===== src/rtl/ccgrcg_bist_pkg.sv =====
// Shared widths, polynomial tap masks and FSM states for the netlist BIST controller.
package ccgrcg_bist_pkg;
  localparam int IN_W  = 21;
  localparam int OUT_W = 19;
  localparam int CNT_W = 16;

  // x^21 + x^19 + 1 feeds from bits 20 and 18; x^19 + x^6 + x^2 + x + 1 from bits 18,5,1,0.
  localparam logic [IN_W-1:0]  LFSR_TAPS = 21'h140000;
  localparam logic [OUT_W-1:0] MISR_TAPS = 19'h40023;

  typedef enum logic [2:0] {IDLE, LOAD, RUN, DRAIN, DONE} state_t;
endpackage


===== src/rtl/ccgrcg_bist_misr.sv =====
// Multiple-input signature register: shifts with polynomial feedback and XORs in i_dat when enabled.
// One cycle from i_en to o_sig; no backpressure, i_clr wins over i_en.
module bist_misr
  import ccgrcg_bist_pkg::*;
#(
  parameter int           W    = OUT_W,
  parameter logic [W-1:0] TAPS = W'(MISR_TAPS)
) (
  input  logic         i_clk,
  input  logic         i_rst,
  input  logic         i_clr,
  input  logic         i_en,
  input  logic [W-1:0] i_dat,
  output logic [W-1:0] o_sig
);
  logic [W-1:0] r_sig;
  logic         w_fb;

  assign w_fb  = ^(r_sig & TAPS);
  assign o_sig = r_sig;

  always_ff @(posedge i_clk) begin
    if (i_rst || i_clr) begin
      r_sig <= '0;
    end else if (i_en) begin
      r_sig <= {r_sig[W-2:0], w_fb} ^ i_dat;
    end
  end
endmodule


===== src/rtl/ccgrcg_bist.sv =====
// BIST driver: LFSR stimulus into a netlist, MISR compaction of its outputs, golden compare.
// One vector per cycle in RUN; capture trails x_vec by DUT_LAT+1 cycles; start ignored while busy.
module ccgrcg_bist_ctrl
  import ccgrcg_bist_pkg::*;
#(
  parameter int                IN_W    = ccgrcg_bist_pkg::IN_W,
  parameter int                OUT_W   = ccgrcg_bist_pkg::OUT_W,
  parameter int                CNT_W   = ccgrcg_bist_pkg::CNT_W,
  parameter int                DUT_LAT = 0,
  parameter logic [IN_W-1:0]   SEED    = 21'h000001
) (
  input  logic             i_clk,
  input  logic             i_rst,
  input  logic             i_start,
  input  logic [CNT_W-1:0] i_num_patterns,
  input  logic [OUT_W-1:0] i_golden,
  output logic [IN_W-1:0]  o_x_vec,
  input  logic [OUT_W-1:0] i_f_vec,
  output logic             o_busy,
  output logic             o_done,
  output logic             o_pass,
  output logic [OUT_W-1:0] o_signature,
  output logic [CNT_W-1:0] o_pat_count
);
  localparam logic [IN_W-1:0] SEED_EFF = (SEED == '0) ? IN_W'(1) : SEED;
  localparam logic [2:0]      LAT3     = 3'(DUT_LAT);

  state_t           r_state;
  logic [CNT_W-1:0] r_np;
  logic [OUT_W-1:0] r_golden;
  logic [IN_W-1:0]  r_lfsr;
  logic [IN_W-1:0]  r_x;
  logic [CNT_W-1:0] r_cnt;
  logic             r_busy;
  logic             r_done;
  logic [DUT_LAT:0] r_vld_pipe;
  logic [2:0]       r_drain;

  logic [OUT_W-1:0] w_sig;
  logic [IN_W-1:0]  w_lfsr_nxt;
  logic             w_cap;

  assign w_lfsr_nxt = {r_lfsr[IN_W-2:0], ^(r_lfsr & IN_W'(LFSR_TAPS))};
  assign w_cap      = r_vld_pipe[DUT_LAT];

  bist_misr #(.W(OUT_W), .TAPS(OUT_W'(MISR_TAPS))) u_misr (
    .i_clk (i_clk),
    .i_rst (i_rst),
    .i_clr (r_state == LOAD),
    .i_en  (w_cap),
    .i_dat (i_f_vec),
    .o_sig (w_sig)
  );

  always_ff @(posedge i_clk) begin
    if (i_rst) begin
      r_state    <= IDLE;
      r_np       <= '0;
      r_golden   <= '0;
      r_lfsr     <= '0;
      r_x        <= '0;
      r_cnt      <= '0;
      r_busy     <= 1'b0;
      r_done     <= 1'b0;
      r_vld_pipe <= '0;
      r_drain    <= '0;
    end else begin
      // Valid tracks each applied vector through the netlist latency.
      r_vld_pipe[0] <= (r_state == RUN);
      for (int i = 1; i <= DUT_LAT; i++) begin
        r_vld_pipe[i] <= r_vld_pipe[i-1];
      end

      case (r_state)
        IDLE, DONE: begin
          if (i_start) begin
            r_np     <= i_num_patterns;
            r_golden <= i_golden;
            r_busy   <= 1'b1;
            r_done   <= 1'b0;
            r_state  <= LOAD;
          end
        end
        LOAD: begin
          r_lfsr <= SEED_EFF;
          r_cnt  <= '0;
          r_x    <= '0;
          if (r_np == '0) begin
            r_busy  <= 1'b0;
            r_done  <= 1'b1;
            r_state <= DONE;
          end else begin
            r_state <= RUN;
          end
        end
        RUN: begin
          r_x    <= r_lfsr;
          r_lfsr <= w_lfsr_nxt;
          r_cnt  <= r_cnt + 1'b1;
          if (CNT_W'(r_cnt + 1'b1) == r_np) begin
            r_drain <= '0;
            r_state <= DRAIN;
          end
        end
        DRAIN: begin
          if (r_drain == LAT3) begin
            r_busy  <= 1'b0;
            r_done  <= 1'b1;
            r_state <= DONE;
          end else begin
            r_drain <= r_drain + 1'b1;
          end
        end
        default: r_state <= IDLE;
      endcase
    end
  end

  assign o_x_vec     = r_x;
  assign o_busy      = r_busy;
  assign o_done      = r_done;
  assign o_pass      = r_done && (w_sig == r_golden);
  assign o_signature = w_sig;
  assign o_pat_count = r_cnt;
endmodule


===== config.mk =====
export PLATFORM = sky130hd
export DESIGN_NAME = ccgrcg_bist_ctrl
export DESIGN_NICKNAME = d
export VERILOG_FILES = /design/src/rtl/ccgrcg_bist_pkg.sv /design/src/rtl/ccgrcg_bist_misr.sv /design/src/rtl/ccgrcg_bist.sv
export SDC_FILE = /design/constraint.sdc
export NUM_CORES = 1
export LEC_CHECK = 0
export ABC_AREA = 1
export CAP_MARGIN = 20
export CORE_MARGIN = 5
export CORE_UTILIZATION = 30
export DETAILED_ROUTE_END_ITERATION = 7
export PLACE_DENSITY = 0.62
export RECOVER_POWER = 50
export SETUP_SLACK_MARGIN = 0.4
export SLEW_MARGIN = 40
export SYNTH_ARGS = -nofsm -noshare
export SYNTH_HDL_FRONTEND = slang
export SYNTH_SLANG_ARGS = --single-unit

===== constraint.sdc =====
create_clock -name i_clk -period 2.4 [get_ports i_clk]
set_input_delay 0.72 -clock i_clk [delete_from_list [all_inputs] [get_ports i_clk]]
set_output_delay 0.72 -clock i_clk [all_outputs]
set_load 0.05 [all_outputs]

==> flow_summary.yaml, run 1 <==
synth:
  synth_area_per_cell_sq_um: 7.64
  synth_seq_cells: 101
  yosys.cell_types.count: 39
  syn-cell-area_sq_um: 4900
  yosys_warnings: 0
  ys_seq_area_share_pct: 41.2
  synth_cells: 642
  synth_nets: 702
worst_setup_path:
  crit_required_ps: 1680
  cpPeakStageDelay_ps: 370
  slowest_stage: "dfxtp_4"
  worstPathArrival_ps: 1680
  worstSetupEndpointType: "output pin"
  crit_type: "reg -> out"
  reg2reg_slack_ps: 430
  r2r-end: "r_state[1]"
  start_kind: "register"
  path_cells: "inv_4 -> o22ai_2 -> a2111oi_2 -> nand3_1 -> nor2_4 -> buf_12"
  rr_worst_depth: 16
  reg2reg_from: "o_pat_count[1]"
  critPathBufInv: 2
  crit_fanout: 4
  cp_top_family: "compound AO/OA/AOI/OAI gates"
power_and_ir_drop:
  power_frac_seq_pct: 37.6
  ir_drop_v: 0.000741
  p_switching_mw: 2.50
  switching_share_pct: 40.7
  clockPowerShare_pct: 23.7
  power.density_nw_per_um2: 919
  power.leakage_nw: 2.49
  comb_power_share_pct: 38.6
  p_int_mw: 3.64
die:
  die_h_um: 138
  rows: 46
  io_pins: 116
  start_util_pct: 30.8
  core_area_sq_um: 15900
  dieArea_sq_um: 19000
  die_w_um: 138
cts:
  h-tree-depth: 3
  cts_tree: "built"
  path_clk_slew_ps: 70
  cts.sinks: 101
  clkLatencyLatePin_ps: 350
  clockBufferDepth: 2
  numCtsBuffers: 9
  hold_buffers: 0
  cts_root_buf: "clkbuf_16"
detailed_routing:
  num_vias: 4574
  route.detailed.drc: 0
  routed_wl_um: 14500
  drt_iter0_markers: 310
  vias_per_cell: 4.72
  wl_per_cell_um: 14.9
  drtPass1Iterations: 4
  ant_nets: 0
sta:
  tns_ps: -0.542
  rsz0062_at_grt: "true"
  finalSetupViolCount: 1
  period_needed_ps: 2400
  worst_pin_slew_ps: 1060
  maxSlewViolCount: 0
  setup_slack_ps: -0.542
  hold_violations: 0
  slew-limit-headroom_pct: 29.3
  clock-skew-final_ps: 6.47
  fin_crit_sh_pct: 100
  max_freq_ghz: 0.417
global_route:
  grt_max_degree: 57
  grt_pass1_vias: 4361
  gr-usage-all-layers_pct: 15.1
  grt_pass1_wl_um: 22500
  overflow: 0
  antenna_found_initial: 0
hold_path:
  worstHoldStart: "r_lfsr[0]"
  holdPathStages: 1
  hold_path.class: "reg -> reg"
  min_to: "r_lfsr[1]"
layout:
  layout-drive-gt1-share_pct: 19.3
  final_core_util_pct: 41.9
  nets: 808
  nFillCells: 1649
  n_antenna_cell: 0
  syn_to_final_growth_pct: 36.4
  fin_area_sq_um: 6690
status:
  outcome: "finished, violations left"
  violations: "negative setup slack"
place:
  place_congestion: 0.810
  port-buffer-count: 115
  post_dp_cell_area_sq_um: 6260
  dp_hpwl_um: 10200
  post-place-ws_ps: 284
run:
  drv_cap: 0
-- cells in the mapped netlist, drive strengths merged --
library cell	instances	area share, %
a2111oi	1	0.18
a211oi	18	2.8
a21oi	44	4.6
a221oi	4	0.71
a31oi	2	0.26
a32o	18	3.7
buf	22	3.2
clkbuf	24	1.8
clkinv	1	0.076
dfxtp	101	41
ha	3	0.77
inv	54	4.1
nand2	116	9.3
nand3	50	5.3
nand4	9	1.1
nor2	76	7.0
nor3	3	0.54
nor4	5	0.64
o211ai	1	0.15
o21ai	46	4.7
o21bai	1	0.15
o22ai	2	0.26
o32ai	2	0.36
or2	5	0.64
xnor2	24	4.3
xnor3	1	0.46
xor2	9	1.6
-- flip-flops by register name (all words and copies together), names as in the netlist --
register,flops
u_misr.o_sig,19
o_pat_count,16
o_x_vec,2
r_vld_pipe,1
r_state,3
r_drain,3
r_lfsr,20
r_np,16
o_done,1
r_golden,19
o_busy,1
-- logic make-up after synthesis --
logic type	Yosys count	synth area share, %
AO/OA/AOI/OAI	139	17.8
AND/OR/NAND/NOR	264	24.6
flip-flops	101	41.2
adder cells (fa/ha/maj)	3	0.766
XOR/XNOR	34	6.35
buffers and inverters	101	9.29
-- layer usage --
layer / GRT usage [%] / vias to the layer above / share of wire (%)
met5: 0 / - / 0
met4: 4.12 / 0 / 1.5
met3: 3.32 / 13 / 4.3
met2: 24.2 / 90 / 48
met1: 20.4 / 2114 / 46
li1: - / 2357 / -
-- power groups by stage --
stage | registers [mW] | logic [mW] | clock network [mW]
after CTS | 2.31 | 2.29 | 1.50
after global routing | 2.35 | 2.61 | 1.57
final | 2.31 | 2.37 | 1.46
after global placement | 2.34 | 2.21 | 0
after detailed placement | 2.35 | 2.23 | 0
after floorplan | 2.53 | 1.35 | 0
-- placed cells by master (no fill, tap or decap), drive strengths merged --
cell type and count:
a2111oi 1, a211oi 18, a21oi 44, a221oi 4, a31oi 2, a32o 18, buf 25, clkbuf 36
clkdlybuf4s15 34, clkdlybuf4s50 56, clkinv 1, clkinvlp 3, dfxtp 101, dlygate4sd2 1, ha 3, inv 56
nand2 116, nand3 50, nand4 9, nor2 76, nor3 3, nor4 5, o211ai 1, o21ai 46
o21bai 1, o22ai 2, o32ai 2, or2 5, xnor2 24, xnor3 1, xor2 9
-- final cells by class --
| class | count | area, sq um | area share, % |
|---|---|---|---|
| clock buffers | 11 | 254 | 3.80 |
| clock inverters | 5 | 40.0 | 0.599 |
| flip-flops and latches | 101 | 2090 | 31.3 |
| inverters | 55 | 211 | 3.16 |
| multi-input cells | 440 | 2590 | 38.7 |
| repair buffers | 141 | 1230 | 18.4 |
| well taps | 216 | 270 | 4.04 |
-- stage by stage --
step	total power, mW	std cells	hold slack [ps]
after floorplan	3.88	642	434
after global routing	6.54	969	516
after CTS	6.10	962	475
after global placement	4.56	937	448
after detailed placement	4.58	937	460
final	6.14	969	479
-- worst max path at each step --
stage | start | endpoint | slack, ps | depth (start not counted)
after floorplan | u_misr.o_sig[2] | o_pass | 340 | 5
after global placement | i_start | r_np[8] | 280 | 5
after detailed placement | i_rst | r_lfsr[18] | 280 | 5
after CTS | u_misr.o_sig[12] | o_pass | -20 | 5
after global routing | u_misr.o_sig[2] | o_pass | -70 | 6
final | u_misr.o_sig[2] | o_pass | -0.5 | 6
-- what timing repair did --
action | CTS | global route
buffers inserted | 9 | 7
resized for setup | 116 | 73
cloned | 0 | 0
endpoints found under the setup margin | 62 | 43
pin swaps | 9 | 12
Note: power is estimated with default switching activity, not from simulation.
==> run 2: changes to the inputs <==
--- a/config.mk
+++ b/config.mk
@@ -8,9 +8,9 @@
 export ABC_AREA = 1
 export CAP_MARGIN = 20
 export CORE_MARGIN = 5
-export CORE_UTILIZATION = 30
+export CORE_UTILIZATION = 27
 export DETAILED_ROUTE_END_ITERATION = 7
-export PLACE_DENSITY = 0.62
+export PLACE_DENSITY = 0.58
 export RECOVER_POWER = 50
 export SETUP_SLACK_MARGIN = 0.4
 export SLEW_MARGIN = 40
==> flow_summary.yaml, run 2 (synthesis results as in run 1) <==
layout:
  nets: 807
  finalNonFillerCells: 981
  syn_to_final_growth_pct: 36.1
  top_register: "r_lfsr"
  layout_commonest_cell: "nand2_1"
  n_antenna_cell: 0
  layout-drive-gt1-share_pct: 19.1
  fin_area_sq_um: 6680
  nFillCells: 1858
  largest_reg_flops: 20
  final_core_util_pct: 37.3
  mostFrequentLayoutCells: "nand2_1, dfxtp_1, nor2_1"
place:
  post-place-ws_ps: 259
  dp_hpwl_um: 10200
  place_congestion: 0.816
  placed_cells_incl_taps: 951
  port-buffer-count: 115
  post_dp_cell_area_sq_um: 6300
cts:
  h-tree-depth: 3
  clockBufferDepth: 2
  numCtsBuffers: 9
  hold_buffers: 0
  cts_root_buf: "clkbuf_16"
  cts_tree: "built"
  cts.sinks: 101
  clkLatencyLatePin_ps: 350
  path_clk_slew_ps: 70
global_route:
  antenna_found_initial: 0
  overflow: 0
  grt_pass1_vias: 4282
  gr-usage-all-layers_pct: 13.4
  grt_max_degree: 40
  grt_pass1_wl_um: 22100
worst_setup_path:
  crit_required_ps: 1680
  crit_fanout: 2
  start_kind: "register"
  worstSetupEndpointType: "output pin"
  worstPathArrival_ps: 1670
  crit_type: "reg -> out"
die:
  start_util_pct: 27.4
  die_w_um: 145
  die_h_um: 145
  io_pins: 116
  core_area_sq_um: 17900
  dieArea_sq_um: 21000
  rows: 49
power_and_ir_drop:
  p_switching_mw: 2.48
  power.leakage_nw: 2.49
  power_frac_seq_pct: 37.0
  ir_drop_v: 0.000514
  p_int_mw: 3.70
  power_mw: 6.19
  power.density_nw_per_um2: 927
  switching_share_pct: 40.1
  comb_power_share_pct: 38.6
  clockPowerShare_pct: 24.4
sta:
  worst_pin_slew_ps: 831
  holdWs_ps: 468
  slew-limit-headroom_pct: 44.6
  rsz0062_at_grt: "true"
  max_freq_ghz: 0.418
  finalSetupViolCount: 0
  period_needed_ps: 2390
  maxSlewViolCount: 0
  tns_ps: 0
  hold_violations: 0
  clock-skew-final_ps: 10.2
  setup_slack_ps: 5.07
  fin_crit_sh_pct: 99.8
detailed_routing:
  wl_per_cell_um: 14.6
  route.detailed.drc: 0
  num_vias: 4570
  ant_nets: 0
  routed_wl_um: 14300
  vias_per_cell: 4.66
  drt_iter0_markers: 171
  drtPass1Iterations: 4
status:
  outcome: "completed"
hold_path:
  hold_path.class: "reg -> reg"
run:
  drv_cap: 0
==> run 2: cell count changes in the layout (fill, tap and decap cells not counted), sizes merged <==
cell           previous run  this run
clkbuf                   36        40
inv                      56        58
bufinv                    0         1
clkinvlp                  3         0
clkdlybuf4s50            56        55
dlygate4sd3               0         1
clkdlybuf4s15            34        29
==> run 2: timing repair <==
action,CTS,global route
resized for setup,119,65
hold endpoints to repair,0,0
setup endpoints to repair,59,37
pin swaps,8,16
buffers inserted,11,3
==> run 2: power groups by stage <==
stage / clock, mW / combinational (mW) / sequential, mW
finish: 1.51 / 2.39 / 2.29
global route: 1.62 / 2.66 / 2.34
CTS: 1.56 / 2.38 / 2.29
detailed placement: 0 / 2.30 / 2.34
global placement: 0 / 2.29 / 2.34
floorplan: 0 / 1.35 / 2.53
==> run 2: worst max-delay path: stages, from the launching register on <==
cell	delay (ps)
dfxtp_4	340
or2_4	220
a221oi_2	290
nand3_1	170
nor2_4	160
buf_12	140
==> run 2: per-layer routing <==
layer | vias up | GRT usage, % | share of wire (%)
li1 | 2371 | - | -
met1 | 2078 | 17.6 | 46
met2 | 100 | 21.0 | 46
met3 | 21 | 4.07 | 5.2
met4 | 0 | 4.42 | 2.5
met5 | - | 0 | 0
==> run 2: area by class of cell <==
class | count | area (sq um) | share of cell area (%)
clock buffer | 11 | 233 | 3.49
clock inverter | 5 | 65.1 | 0.975
inverter | 55 | 206 | 3.09
multi-input combinational | 440 | 2580 | 38.7
sequential | 101 | 2100 | 31.4
tap | 229 | 287 | 4.29
timing repair buffer | 140 | 1210 | 18.1
==> run 2: worst paths after layout <==
path | start | endpoint | slack [ps] | cells after the start
max | u_misr.o_sig[12] | o_pass | 5 | 5
min | o_busy | o_busy | 470 | 2
max reg2reg | o_pat_count[1] | r_state[1] | 440 | 14
min reg2reg | o_busy | o_busy | 470 | 2
==> run 3: changes to the inputs <==
--- a/config.mk
+++ b/config.mk
@@ -9,6 +9,7 @@
 export CAP_MARGIN = 20
 export CORE_MARGIN = 5
 export CORE_UTILIZATION = 27
+export CTS_CLUSTER_SIZE = 24
 export DETAILED_ROUTE_END_ITERATION = 7
 export PLACE_DENSITY = 0.58
 export RECOVER_POWER = 50
==> results of run 3 <==
No change in the layout: final DEF, timing and power equal those of run 2.
